--- src/rtl/vscale_fetch_queue_if.sv ---
// vscale fetch queue port bundle
// imem request/response, redirect and dequeue handshake
interface vscale_fetch_queue_if #(
  parameter int XPR_LEN = 32,
  parameter int DEPTH   = 4
);
  localparam int CW = $clog2(DEPTH + 1);

  logic               redirect;
  logic [XPR_LEN-1:0] redirect_PC;
  logic               imem_wait;
  logic [XPR_LEN-1:0] imem_addr;
  logic [31:0]        imem_rdata;
  logic               imem_badmem_e;
  logic               deq_ready;
  logic               deq_valid;
  logic [31:0]        deq_inst;
  logic [XPR_LEN-1:0] deq_PC;
  logic               deq_badmem;
  logic [CW-1:0]      count;

  modport master (
    input  redirect,
    input  redirect_PC,
    input  imem_wait,
    input  imem_rdata,
    input  imem_badmem_e,
    input  deq_ready,
    output imem_addr,
    output deq_valid,
    output deq_inst,
    output deq_PC,
    output deq_badmem,
    output count
  );

  modport slave (
    output redirect,
    output redirect_PC,
    output imem_wait,
    output imem_rdata,
    output imem_badmem_e,
    output deq_ready,
    input  imem_addr,
    input  deq_valid,
    input  deq_inst,
    input  deq_PC,
    input  deq_badmem,
    input  count
  );
endinterface

--- src/rtl/vscale_fetch_queue.sv ---
// vscale fetch queue: fetch PC, imem port, DEPTH-entry prefetch buffer
// VSCALE_FETCHQ_BYPASS_EN: empty-queue responses shown on deq_* same cycle
module vscale_fetch_queue #(
  parameter int                 XPR_LEN  = 32,
  parameter int                 DEPTH    = 4,
  parameter logic [XPR_LEN-1:0] RESET_PC = XPR_LEN'(32'h200)
) (
  input  logic                  clk,
  input  logic                  reset,
  vscale_fetch_queue_if.master  fq
);

  localparam int CW = $clog2(DEPTH + 1);
  localparam int AW = $clog2(DEPTH);
  localparam logic [CW:0] DEPTH_W = (CW+1)'(DEPTH);
  localparam logic [31:0] RV_NOP  = 32'h0000_0013;

  logic [XPR_LEN-1:0] r_fetch_pc;
  logic [XPR_LEN-1:0] r_req_pc;
  logic               r_resp_pending;
  logic               r_stale;
  logic               r_halted;
  logic [AW-1:0]      r_head;
  logic [AW-1:0]      r_tail;
  logic [CW-1:0]      r_count;

  logic [31:0]        r_inst [DEPTH];
  logic [XPR_LEN-1:0] r_pc   [DEPTH];
  logic               r_bad  [DEPTH];

  logic               w_resp_arrives;
  logic [CW:0]        w_occ;
  logic               w_issue;
  logic               w_enq;
  logic               w_byp;
  logic               w_nonempty;
  logic               w_push;
  logic               w_pop;
  logic [XPR_LEN-1:0] w_addr;

  assign w_addr = fq.redirect ? fq.redirect_PC : r_fetch_pc;
  assign fq.imem_addr = w_addr;

  assign w_resp_arrives = r_resp_pending & ~fq.imem_wait;
  assign w_nonempty = (r_count != '0);

  // occupancy counts the in-flight word so any arrival finds a free slot
  assign w_occ = {1'b0, r_count} + {{CW{1'b0}}, r_resp_pending};

  assign w_issue = ~fq.imem_wait & ~r_halted
                 & (~r_resp_pending | w_resp_arrives)
                 & (w_occ < DEPTH_W);

  assign w_enq = w_resp_arrives & ~r_stale & ~fq.redirect;

`ifdef VSCALE_FETCHQ_BYPASS_EN
  assign w_byp = w_enq & ~w_nonempty;
`else
  assign w_byp = 1'b0;
`endif

  assign w_pop  = w_nonempty & fq.deq_ready & ~fq.redirect;
  assign w_push = w_enq & ~(w_byp & fq.deq_ready);

  // head presentation, falling back to the bypassed word or a bubble
  always_comb begin
    fq.deq_valid  = w_nonempty | w_byp;
    fq.deq_inst   = RV_NOP;
    fq.deq_PC     = '0;
    fq.deq_badmem = 1'b0;
    if (w_nonempty) begin
      fq.deq_inst   = r_inst[r_head];
      fq.deq_PC     = r_pc[r_head];
      fq.deq_badmem = r_bad[r_head];
    end else if (w_byp) begin
      fq.deq_inst   = fq.imem_rdata;
      fq.deq_PC     = r_req_pc;
      fq.deq_badmem = fq.imem_badmem_e;
    end
  end

  assign fq.count = r_count;

  // fetch PC and outstanding-request tracking
  always_ff @(posedge clk) begin
    if (reset) begin
      r_fetch_pc     <= RESET_PC;
      r_req_pc       <= '0;
      r_resp_pending <= 1'b0;
    end else begin
      if (w_issue) begin
        r_fetch_pc <= w_addr + XPR_LEN'(4);
        r_req_pc   <= w_addr;
      end else if (fq.redirect) begin
        r_fetch_pc <= fq.redirect_PC;
      end
      if (w_issue)
        r_resp_pending <= 1'b1;
      else if (w_resp_arrives)
        r_resp_pending <= 1'b0;
    end
  end

  // stale marks a held response that a redirect has orphaned
  always_ff @(posedge clk) begin
    if (reset)
      r_stale <= 1'b0;
    else if (fq.redirect & r_resp_pending & fq.imem_wait)
      r_stale <= 1'b1;
    else if (w_resp_arrives)
      r_stale <= 1'b0;
  end

  // a faulting fetch stops issue until software redirects
  always_ff @(posedge clk) begin
    if (reset)
      r_halted <= 1'b0;
    else if (fq.redirect)
      r_halted <= 1'b0;
    else if (w_enq & fq.imem_badmem_e)
      r_halted <= 1'b1;
  end

  // pointers and occupancy; redirect flushes everything
  always_ff @(posedge clk) begin
    if (reset | fq.redirect) begin
      r_head  <= '0;
      r_tail  <= '0;
      r_count <= '0;
    end else begin
      if (w_push)
        r_tail <= r_tail + AW'(1);
      if (w_pop)
        r_head <= r_head + AW'(1);
      unique case ({w_push, w_pop})
        2'b10:   r_count <= r_count + CW'(1);
        2'b01:   r_count <= r_count - CW'(1);
        default: r_count <= r_count;
      endcase
    end
  end

  // entry storage, validity is carried by the pointers
  always_ff @(posedge clk) begin
    if (w_push & ~reset) begin
      r_inst[r_tail] <= fq.imem_rdata;
      r_pc[r_tail]   <= r_req_pc;
      r_bad[r_tail]  <= fq.imem_badmem_e;
    end
  end

endmodule

--- src/flat_wrapper.sv ---
// flat-port wrapper written by rule: the top's interface ports become plain ports
module vscale_fetch_queue_flat 
#(
  parameter int                 XPR_LEN  = 32,
  parameter int                 DEPTH    = 4,
  parameter logic [XPR_LEN-1:0] RESET_PC = XPR_LEN'(32'h200)
)
  (clk, reset, fq_redirect, fq_redirect_PC, fq_imem_wait, fq_imem_rdata, fq_imem_badmem_e, fq_deq_ready, fq_imem_addr, fq_deq_valid, fq_deq_inst, fq_deq_PC, fq_deq_badmem, fq_count);
  vscale_fetch_queue_if #(.XPR_LEN(XPR_LEN), .DEPTH(DEPTH)) fq_i ();
  input  logic clk;
  input  logic reset;
  input wire logic [$bits(fq_i.redirect)-1:0] fq_redirect;
  input wire logic [$bits(fq_i.redirect_PC)-1:0] fq_redirect_PC;
  input wire logic [$bits(fq_i.imem_wait)-1:0] fq_imem_wait;
  input wire logic [$bits(fq_i.imem_rdata)-1:0] fq_imem_rdata;
  input wire logic [$bits(fq_i.imem_badmem_e)-1:0] fq_imem_badmem_e;
  input wire logic [$bits(fq_i.deq_ready)-1:0] fq_deq_ready;
  output wire logic [$bits(fq_i.imem_addr)-1:0] fq_imem_addr;
  output wire logic [$bits(fq_i.deq_valid)-1:0] fq_deq_valid;
  output wire logic [$bits(fq_i.deq_inst)-1:0] fq_deq_inst;
  output wire logic [$bits(fq_i.deq_PC)-1:0] fq_deq_PC;
  output wire logic [$bits(fq_i.deq_badmem)-1:0] fq_deq_badmem;
  output wire logic [$bits(fq_i.count)-1:0] fq_count;
  assign fq_i.redirect = fq_redirect;
  assign fq_i.redirect_PC = fq_redirect_PC;
  assign fq_i.imem_wait = fq_imem_wait;
  assign fq_i.imem_rdata = fq_imem_rdata;
  assign fq_i.imem_badmem_e = fq_imem_badmem_e;
  assign fq_i.deq_ready = fq_deq_ready;
  assign fq_imem_addr = fq_i.imem_addr;
  assign fq_deq_valid = fq_i.deq_valid;
  assign fq_deq_inst = fq_i.deq_inst;
  assign fq_deq_PC = fq_i.deq_PC;
  assign fq_deq_badmem = fq_i.deq_badmem;
  assign fq_count = fq_i.count;
  vscale_fetch_queue #(.XPR_LEN(XPR_LEN), .DEPTH(DEPTH), .RESET_PC(RESET_PC)) u_core (.clk(clk), .reset(reset), .fq(fq_i));
endmodule
--- config.mk ---
export PLATFORM = sky130hd
export DESIGN_NAME = vscale_fetch_queue_flat
export DESIGN_NICKNAME = d
export VERILOG_FILES = /design/src/rtl/vscale_fetch_queue_if.sv /design/src/rtl/vscale_fetch_queue.sv /design/src/flat_wrapper.sv
export SDC_FILE = /design/constraint.sdc
export NUM_CORES = 1
export LEC_CHECK = 0
export CELL_PAD_IN_SITES_DETAIL_PLACEMENT = 1
export CELL_PAD_IN_SITES_GLOBAL_PLACEMENT = 1
export CORE_MARGIN = 1.5
export CORE_UTILIZATION = 47
export DETAILED_ROUTE_END_ITERATION = 7
export HOLD_SLACK_MARGIN = 0.12
export PLACE_DENSITY = 0.9
export SYNTH_ARGS = -nofsm -noshare
export SYNTH_HDL_FRONTEND = slang
export SYNTH_SLANG_ARGS = --single-unit
export TNS_END_PERCENT = 30
--- constraint.sdc ---
create_clock -name clk -period 11.25 [get_ports clk]
set_input_delay 2.8125 -clock clk [delete_from_list [all_inputs] [get_ports clk]]
set_output_delay 2.8125 -clock clk [all_outputs]
set_load 0.02 [all_outputs]
# Word-level counts from Yosys, hierarchy flattened
# Memory sizes are Yosys's and may differ from the RTL's. A register that Yosys moved wholly into a read port is not among the register bits.
# Cells that the tools add are included.
[word_totals] word_cells=62 ff_bits=74 out_inout_bits=101 ramBits=260 mem_count=3 romBits=0 latch_bits=0
[memory_table] memory="u_core.r_inst" words=4 width=32 read_ports=1 rd_ports_with_merged_regs=1 wr=1 line="vscale_fetch_queue.sv:27" rtl="logic [31:0] r_inst [DEPTH];"
[memory_table] memory="u_core.r_pc" words=4 width=32 read_ports=1 rd_ports_with_merged_regs=1 wr=1 line="vscale_fetch_queue.sv:28" rtl="logic [XPR_LEN-1:0] r_pc [DEPTH];"
[memory_table] memory="u_core.r_bad" words=4 width=1 read_ports=1 rd_ports_with_merged_regs=1 wr=1 line="vscale_fetch_queue.sv:29" rtl="logic r_bad [DEPTH];"
[op_classes] multipliers=0 eq_ne=2 addsub=6 n_div=0 bitwise_logic=20 n_mux=17 magnitude_cmp=1 shift=0 reduce_logical=5
[op_table] operator="two-way mux 32 bit" n=4
[op_table] operator="adder 32 x 3 -> 32 bit (second input constant)" n=1
[op_table] operator="bitwise AND 1 bit" n=12
[op_table] operator="two-way mux 2 bit" n=6
[op_table] operator="two-way mux 1 bit" n=6
[op_table] operator="NOT 1 bit" n=6
[op_table] operator="one-hot mux 3 bit (2 select lines)" n=1
[op_table] operator="nonzero test 2 bit" n=3
[op_table] operator="adder 2 x 1 -> 2 bit (second input constant)" n=2
[op_table] operator="adder 3 x 1 -> 4 bit" n=1
[op_table] operator="< comparator 4 x 3 -> 1 bit (second input constant)" n=1
[op_table] operator="adder 3 x 1 -> 3 bit (second input constant)" n=1
[op_table] operator="nonzero test 3 bit" n=1
[op_table] operator="subtractor 3 x 1 -> 3 bit (second input constant)" n=1
[op_table] operator="equality test 2 x 1 -> 1 bit (second input constant)" n=1
[op_table] operator="equality test 2 bit (second input constant)" n=1
[op_table] operator="bitwise OR 1 bit" n=2
[op_table] operator="OR reduction 2 bit" n=1

# Logic depth before layout (Yosys ltp)
# Gate-level depths: netlist (run 1).
[depth] depth_word=7 depth_mapped=14 mapped_depth_nobuf=10

# Worst setup path before layout (run 1)
# Ideal clock, no wire load.
[synth_timing] path_type="input to output" from="in fq_redirect" to="out fq_imem_addr[24]" path_buffers=5 arrival_time_ns=4.106 setup_slack_ns=4.331 cell_stages=7 path_cell_list="buf_4 > buf_6 > buf_4 > buf_2 > buf_4 > mux2i_1 > inv_1"
[synth_between] elab_chain_len=1
[synth_rtl] item="from (decl)" line="flat_wrapper.sv:12" rtl="input wire logic [$bits(fq_i.redirect)-1:0] fq_redirect;"
[synth_rtl] item="two-way mux 32 bit"
[synth_rtl] item="to (decl)" line="flat_wrapper.sv:18" rtl="output wire logic [$bits(fq_i.imem_addr)-1:0] fq_imem_addr;"
# Every way passes these cells.

# Final worst setup path (run 1)
[layout_timing] from="in fq_redirect" to="out fq_imem_addr[14]"
# The elaborated chain is that of the path after synthesis.

==> flow_summary.toml, run 1 <==
[status]
status = "finished, final reports clean"

[logic_synthesis]
synth_edf_count = 260
synth_top_cell_by_area = "edfxtp_1"
ys_ff_latch = 336
ys_seq_area_share_pct = 69.3
netlist_top_cells_count = "edfxtp_1 (260), dfxtp_1 (76), nor2_1 (75)"
synth.avg_cell_area_sq_um = 16.0
synth.most_common_cell = "edfxtp_1"
netlist_instances = 843
synth_cell_type_count = 58
synthesis.nets = 920
synth_ff_type = "edfxtp_1"
synth_top_area_share_pct = 58.0
syn-cell-area_sq_um = 13500
yosysWarnings = 0
async_flop_share_pct = 0
synth_area_leaders = "edfxtp_1 (58%), dfxtp_1 (11%), mux4_2 (11%)"

[drt]
dr.pass1.iters = 5
drc = 0
vias = 7868
finalWirelength_microns = 30800
antenna_left = 0
drtIter0Drc = 533
vias_per_cell = 5.56
wl_per_cell_microns = 21.8

[die]
fp.dieH_microns = 172
start_util_pct = 48.1
dieArea_sq_um = 29700
design.core.area_sq_um = 28000
ios = 171
die_x_microns = 172
rows = 61

[layout]
fin_area_sq_um = 16800
layout.nets = 1087
layout-drive-gt1-share_pct = 15.4
postLayoutCoreUtil_pct = 59.9
regArea_sq_um = 9340
n_antenna_cell = 0
nFillCells = 2559
syn2layout_area_growth_pct = 24.6
multiInputGateArea_sq_um = 3840

[power]
power_frac_seq_pct = 49.1
p_sw_w = 0.000577
ir_worst_vdd_uv = 101
p_comb_share_pct = 5.4
p_clk_share_pct = 45.5
pwr_density_cell_nw_per_um2 = 167
p_total_w = 0.00281
leakage_nw = 5.61
power.internal_w = 0.00223
switching_share_pct = 20.6

[timing]
finClkSkew_ns = 0.0198
setup_viol = 0
slew_viol_final = 0
setup_tns_ns = 0
hold_viol = 0
fin_crit_sh_pct = 67.1
hold_slack_ns = 0.499
tightest_slew_ns = 1.08
max_freq_mhz = 132
max-slew-margin-rel_pct = 27.6
fin_crit_ns = 7.55
rsz0062_at_grt = "no"

[placement]
gp_congestion = 0.826
place_area_sq_um = 15500
dp_hpwl_microns = 18500
io_buffer_count = 170

[worst_hold_path]
hp-class = "register to register"

[critical_path]
crit_arrival_ns = 4.74
setup.worst_path.class = "primary input to output port"
crit_required_ns = 8.44
worstPathCellList = "buf_2 > buf_4 > mux2i_1 > inv_1 > clkdlybuf4s50_1"
critPathMaxStageDelay_ns = 0.58
critPathLaunchType = "primary input"
critPathCaptureType = "output port"
cp_max_fo = 63
slowest_stage = "clkdlybuf4s50_1"

[global_routing]
grt.total_usage_pct = 21.3
antenna_found_initial = 0
use_met1_pct = 28.4
grt_util_met3_pct = 3.73
grt_first_pass_wirelength_microns = 47500
grt_max_degree = 71
grt_pass1_vias = 8370
use_met2_pct = 36.2
grt-ovfl-total = 0
grt_busiest_layer = "met2"

[clock_network]
clockRootBuffer = "clkbuf_16"
clock_latency_ns = 0.52
htreeDepth = 2
cts_num_sinks = 336
clkTransAtPathRegs_ns = 0.06
cts_max_path_buffers = 3
cts_buffers = 36
post-cts-setup-buffers = 0
cts-resized-gates = 0
cts_tree = "built"
ctsHoldBuffers = 0

[run]
maxCapViolations = 0
==> routing by layer <==
| layer | vias to the layer above | wire length (microns) |
|---|---|---|
| met3 | 51 | 1580 |
| met4 | 0 | 637 |
| met1 | 4054 | 13500 |
| met2 | 220 | 15100 |
| li1 | 3543 | - |
| met5 | - | 0 |
==> state kept, by name (all words and copies together) (netlist names), 2 cells and up, named ones only <==
signal,cells
u_core.fq.count,3
u_core.r_bad,4
u_core.r_fetch_pc,32
u_core.r_head,2
u_core.r_inst,128
u_core.r_pc,128
u_core.r_req_pc,32
u_core.r_tail,2
==> placed cells by master, fill, tap and decap left out, types with 9 or more instances in the layout <==
master,n
nand3_1,14
mux2_2,9
and2_1,62
clkdlybuf4s50_1,168
xnor2_1,10
nor3_1,19
a211oi_1,23
clkbuf_16,37
nand4_1,13
edfxtp_1,260
dfxtp_1,74
inv_1,28
nand2_1,19
mux4_2,65
mux2i_1,21
nor2_1,74
a21oi_1,17
==> metrics by stage <==
step                cells  setup slack [ns]
finish               1416              3.70
global route         1416              3.55
CTS                  1416              3.71
detailed placement   1350              3.72
global placement     1350              3.81
floorplan             843              4.33
==> final cells by class <==
| cell class | instances | share of cell area (%) |
|---|---|---|
| clock inverters | 21 | 1.86 |
| well taps | 378 | 2.82 |
| clock buffers | 45 | 5.82 |
| multi-input cells | 433 | 22.9 |
| inverters | 29 | 0.649 |
| repair buffers | 174 | 10.3 |
| flip-flops and latches | 336 | 55.7 |
==> critical path: cells and delay by family <==
family,cells,cell delay [ns]
buf+inv,4,1.39
mux,1,0.49
==> path summary, 6_finish.rpt <==
check / start / end / slack, ns / depth (start not counted)
worst min register to register: u_core.r_stale / u_core.r_stale / 0.50 / 2
worst max register to register: u_core.fq.count[2] / u_core.fq.count[2] / 7.96 / 10
worst min-delay path: u_core.r_stale / u_core.r_stale / 0.50 / 2
worst max-delay path: fq_redirect / fq_imem_addr[14] / 3.70 / 5
==> cell families after synthesis <==
logic type	synth area share (%)
mux	13.3
flops	69.3
compound gates	3.62
buf+inv	2.30
xor+xnor	1.17
fa+ha+maj	0.706
simple gates	9.63
==> power by group through the flow <==
stage	Combinational [W]	Sequential (W)	Clock (W)
global placement	0.000145	0.00140	0
detailed placement	0.000150	0.00140	0
floorplan	0.0000792	0.00139	0
CTS	0.000152	0.00138	0.00130
global route	0.000163	0.00138	0.00134
finish	0.000151	0.00138	0.00128
No activity file was read; power rests on OpenSTA's default activity.
==> run 2, diff against run 1 <==
--- a/config.mk
+++ b/config.mk
@@ -8,10 +8,10 @@
 export CELL_PAD_IN_SITES_DETAIL_PLACEMENT = 1
 export CELL_PAD_IN_SITES_GLOBAL_PLACEMENT = 1
 export CORE_MARGIN = 1.5
-export CORE_UTILIZATION = 47
+export CORE_UTILIZATION = 46
 export DETAILED_ROUTE_END_ITERATION = 7
 export HOLD_SLACK_MARGIN = 0.12
-export PLACE_DENSITY = 0.9
+export PLACE_DENSITY = 0.89
 export SYNTH_ARGS = -nofsm -noshare
 export SYNTH_HDL_FRONTEND = slang
 export SYNTH_SLANG_ARGS = --single-unit
==> constraint.sdc (replaced) <==
create_clock -name clk -period 7.4 [get_ports clk]
set_input_delay 1.85 -clock clk [delete_from_list [all_inputs] [get_ports clk]]
set_output_delay 1.85 -clock clk [all_outputs]
set_load 0.02 [all_outputs]
==> run 2 against run 1 <==
Compared with the run above: register-to-register slack got worse by 4.1 ns; cell area decreased by 0.55%; non-clock buffer count unchanged; cell count increased by 0.28%; clock skew decreased by 0.0074 ns; core utilization decreased by 1.9 points; via count decreased by 1.8%; largest power group unchanged; count of clock-buffer cells in the layout decreased by 1; critical path depth unchanged; power increased by 47%; routed wire length decreased by 2.8%; hold slack improved by 0.0063 ns.
==> flow_summary.toml, run 2 (synthesized netlist as in run 1, its figures left out) <==
[drt]
vias_per_cell = 5.44
drc = 0
finalWirelength_microns = 30000
dr.pass1.iters = 4
wl_per_cell_microns = 21.1
drtIter0Drc = 410
vias = 7730
antenna_left = 0

[global_routing]
grt_first_pass_wirelength_microns = 47200
grt_max_degree = 70
grt.total_usage_pct = 20.1
grt_pass1_vias = 8402
antenna_found_initial = 0
grt-ovfl-total = 0

[placement]
place_area_sq_um = 15500
place_ws_ns = 1.36
io_buffer_count = 170
gp_congestion = 0.824
dp_hpwl_microns = 18000

[timing]
max-slew-margin-rel_pct = 30.6
fin_crit_sh_pct = 81.8
tightest_slew_ns = 1.04
setup_viol = 0
max_freq_mhz = 165
fin_crit_ns = 6.05
hold_viol = 0
slew_viol_final = 0
setup_tns_ns = 0
finClkSkew_ns = 0.0124
rsz0062_at_grt = "no"
fin_ws_ns = 1.35

[critical_path]
crit_arrival_ns = 4.20
cp_max_fo = 38
r2r_cells = 10
critPathCaptureType = "output port"
ff2ff_setup_slack_ns = 3.86
r2r-end = "u_core.fq.count[2]"
worstReg2RegStart = "u_core.fq.count[2]"
critPathLaunchType = "primary input"
setup.worst_path.class = "primary input to output port"
crit_required_ns = 5.55

[layout]
layout_commonest_cell = "edfxtp_1"
layout-drive-gt1-share_pct = 15.6
final_cell_mix = "edfxtp_1 (260), clkdlybuf4s50_1 (168), nor2_1 (74), dfxtp_1 (74), mux4_2 (65)"
syn2layout_area_growth_pct = 23.9
multiInputGateArea_sq_um = 3840
n_antenna_cell = 0
nFillCells = 2674
layout.nets = 1087
top_regs = "u_core.r_inst (128), u_core.r_pc (128)"
regArea_sq_um = 9340
fin_area_sq_um = 16700
postLayoutCoreUtil_pct = 57.9

[clock_network]
clock_latency_ns = 0.51
cts_max_path_buffers = 3
clkTransAtPathRegs_ns = 0.06
cts_num_sinks = 336
cts-resized-gates = 0
cts_buffers = 36
post-cts-setup-buffers = 0
cts_tree = "built"
htreeDepth = 2
ctsHoldBuffers = 0
clockRootBuffer = "clkbuf_16"

[power]
p_comb_share_pct = 5.6
pwr_density_cell_nw_per_um2 = 247
power.internal_w = 0.00324
ir_worst_vdd_uv = 148
leakage_nw = 5.56
p_sw_w = 0.000882
power_frac_seq_pct = 50.8
switching_share_pct = 21.4
p_clk_share_pct = 43.6

[die]
die_x_microns = 174
dieArea_sq_um = 30300
fp.dieH_microns = 174
design.core.area_sq_um = 28800
ios = 171
start_util_pct = 46.8
rows = 62

[status]
status = "finished, final reports clean"

[run]
maxCapViolations = 0

[worst_hold_path]
min_path_cells = 2
hp-class = "register to register"
min-delay-start = "u_core.r_resp_pending"
hold_end = "u_core.r_resp_pending"
run 2: cell count changes in the layout (fill, tap and decap cells not counted), sizes merged:
| cell | delta |
|---|---|
| bufinv | -5 |
| clkinv | +1 |
| clkbuf | -1 |
| clkinvlp | +4 |
| inv | -1 |
run 2: critical path, cell delays in order:
cell and delay (ns):
buf_2 0.64, buf_4 0.43, mux2i_1 0.50, inv_1 0.18
clkdlybuf4s50_1 0.58
run 2: layout make-up:
| type | count | share of cell area [%] |
|---|---|---|
| Clock buffer | 44 | 5.96 |
| Clock inverter | 20 | 1.16 |
| Inverter | 29 | 0.653 |
| Sequential cell | 336 | 56.0 |
| Multi-Input combinational cell | 433 | 23.0 |
| Tap cell | 384 | 2.88 |
| Timing Repair Buffer | 174 | 10.3 |
run 2: power groups by stage:
stage          Combinational [W]  Sequential (W)  Clock, W
3_5_place_dp            0.000228         0.00213         0
2_1_floorplan           0.000120         0.00212         0
5_1_grt                 0.000248         0.00209   0.00190
6_report                0.000229         0.00209   0.00180
4_1_cts                 0.000230         0.00209   0.00183
3_3_place_gp            0.000222         0.00213         0
run 2: how the worst max path moves through the flow:
stage,startpoint,endpoint,slack [ns]
CTS,fq_redirect,fq_imem_addr[14],1.35
detailed placement,fq_redirect,fq_imem_addr[14],1.36
global route,fq_redirect,fq_imem_addr[14],1.24
finish,fq_redirect,fq_imem_addr[14],1.35
global placement,fq_redirect,fq_imem_addr[14],1.52
floorplan,fq_redirect,u_core.r_bad[0],2.30
run 2: stage by stage:
step                hold slack [ns]  instances  total power, W
global route                  0.532       1420         0.00424
floorplan                     0.453        843         0.00224
CTS                           0.507       1420         0.00416
global placement              0.462       1356         0.00235
finish                        0.505       1420         0.00412
detailed placement            0.491       1356         0.00236
run 2: layer usage:
| metal | up-vias | GRT usage, % | part of all wire [%] |
|---|---|---|---|
| li1 | 3542 | - | - |
| met1 | 3954 | 27.0 | 44 |
| met2 | 200 | 34.4 | 50 |
| met3 | 34 | 3.67 | 4.7 |
| met4 | 0 | 4.17 | 1.4 |
| met5 | - | 0 | 0 |
==> run 3, diff against run 2 <==
==> constraint.sdc (replaced) <==
create_clock -name clk -period 6.3 [get_ports clk]
set_input_delay 1.575 -clock clk [delete_from_list [all_inputs] [get_ports clk]]
set_output_delay 1.575 -clock clk [all_outputs]
set_load 0.02 [all_outputs]
==> run 3 against run 2 <==
Compared with the run above: critical path depth down 1; cell area up 0.20%; power up 18%; routed wire length up 1.2%; highest routed layer unchanged; critical endpoint is now fq_deq_PC[13]; combinational power up 17%; global-route usage up 0.34 points; first-iteration DRC count up 26%; largest cell class unchanged; count of clock-buffer cells in the layout up 2; cell count unchanged; clock power up 19%.
==> flow_summary.toml, run 3 (synthesized netlist as in run 1, its figures left out) <==
[drt]
vias = 7700
vias_per_cell = 5.42
drtIter0Drc = 517
finalWirelength_microns = 30300
drc = 0
dr.pass1.iters = 4
antenna_left = 0
wl_per_cell_microns = 21.3

[placement]
dp.cells = 1357
place_ws_ns = 1.54
io_buffer_count = 170
dp_hpwl_microns = 18400
gp_congestion = 0.812

[clock_network]
post-cts-setup-buffers = 0
clockRootBuffer = "clkbuf_16"
ctsHoldBuffers = 0
cts_max_path_buffers = 3
cts_tree = "built"
clkTransAtPathRegs_ns = 0.06
cts_buffers = 36
clock_latency_ns = 0.50
cts_num_sinks = 336
htreeDepth = 2
cts-resized-gates = 0

[timing]
setup_tns_ns = 0
setup_viol = 0
slew_viol_final = 0
hold_viol = 0
fin_ws_ns = 1.42
max_freq_mhz = 205
max-slew-margin-rel_pct = 30.4
fin_crit_sh_pct = 77.4
rsz0062_at_grt = "no"
fin_crit_ns = 4.88
finClkSkew_ns = 0.0132
tightest_slew_ns = 1.04

[die]
dieArea_sq_um = 30300
start_util_pct = 46.8
ios = 171
design.core.area_sq_um = 28800
fp.dieH_microns = 174
rows = 62
die_x_microns = 174

[power]
ir_worst_vdd_uv = 171
leakage_nw = 5.56
pwr_density_cell_nw_per_um2 = 291

[layout]
syn2layout_area_growth_pct = 24.1
finalNonFillerCells = 1420
layout_commonest_cell = "edfxtp_1"
nFillCells = 2661
layout-drive-gt1-share_pct = 15.2
layout.nets = 1088
n_antenna_cell = 0
final_cell_mix = "edfxtp_1 (260), clkdlybuf4s50_1 (168), nor2_1 (74), dfxtp_1 (74), mux4_2 (65)"
top_regs = "u_core.r_inst (128), u_core.r_pc (128)"

[critical_path]
crit_required_ns = 4.72
slowest_stage = "nor3_1"
worstPathCellList = "nor3_1 > inv_2 > and2_1 > clkdlybuf4s50_1"
cp_max_fo = 65
crit_family = "buffers and inverters"
cp-startpoint = "u_core.fq.count[2]"
critPathMaxStageDelay_ns = 0.80
cp_num_buf_inv = 2
critPathCaptureType = "output port"
worstReg2RegStart = "u_core.fq.count[2]"
critPathLaunchType = "register"
crit_arrival_ns = 3.30
setup.worst_path.class = "register to output port"

[global_routing]
grt.total_usage_pct = 20.4
grt_max_degree = 70
grt-ovfl-total = 0
grt_first_pass_wirelength_microns = 47900
antenna_found_initial = 0
grt_pass1_vias = 8389

[status]
status = "finished, final reports clean"

[run]
maxCapViolations = 0

[worst_hold_path]
hp-class = "register to register"
min-delay-start = "u_core.r_resp_pending"
run 3: cell types whose count changed in the layout (fill, tap and decap cells not counted), sizes merged:
cell      delta
bufinv       +2
clkinv       -3
buf          +1
clkbuf       +2
inv          -1
clkinvlp     -1
run 3: power breakdown:
| group | switching [W] | internal, W | leakage, nW | total, W |
|---|---|---|---|---|
| clock network | 0.000830 | 0.00131 | 0.576 | 0.00214 |
| registers | 0.0000340 | 0.00242 | 2.98 | 0.00246 |
| logic | 0.000143 | 0.000125 | 2.01 | 0.000269 |
run 3: area by class of cell:
cell class                 count  area, sq um  share of cell area, %
timing repair buffer         175         1740                   10.4
tap                          384          480                   2.88
clock buffer                  46          980                   5.86
inverter                      29          109                  0.652
sequential                   336         9340                   55.9
multi-input combinational    433         3840                   23.0
clock inverter                17          220                   1.32
run 3: worst paths after layout:
check / to / slack [ns] / cells past startpoint
worst max register to register: u_core.fq.count[2] / 2.88 / 10
worst max-delay path: fq_deq_PC[13] / 1.42 / 4
worst min register to register: u_core.r_resp_pending / 0.49 / 2
worst min-delay path: u_core.r_resp_pending / 0.49 / 2
run 3: metrics by stage:
stage | hold slack (ns) | area, sq um | power (W) | util (%)
floorplan | 0.453 | 13500 | 0.00263 | -
global placement | 0.466 | 15500 | 0.00276 | 53.9
detailed placement | 0.479 | 15500 | 0.00277 | 53.9
CTS | 0.488 | 16700 | 0.00491 | 58.1
global route | 0.513 | 16700 | 0.00501 | 58.1
finish | 0.487 | 16700 | 0.00486 | 58.1
run 3: per-layer routing:
| layer | global-route usage [%] | up-vias | part of all wire (%) |
|---|---|---|---|
| li1 | - | 3531 | - |
| met1 | 27.8 | 3942 | 45 |
| met2 | 34.5 | 189 | 49 |
| met3 | 3.78 | 38 | 4.7 |
| met4 | 4.24 | 0 | 1.5 |
| met5 | 0 | - | 0 |
run 3: worst register-to-register path: stages, from the launching register on:
cell and delay (ns):
dfxtp_1 0.36, nor3_1 0.80, inv_2 0.69, nand2_1 0.33, nor2_1 0.07, ha_1 0.24, inv_1 0.07, fa_1 0.18
xor2_1 0.08, or3_2 0.40, a21oi_1 0.14
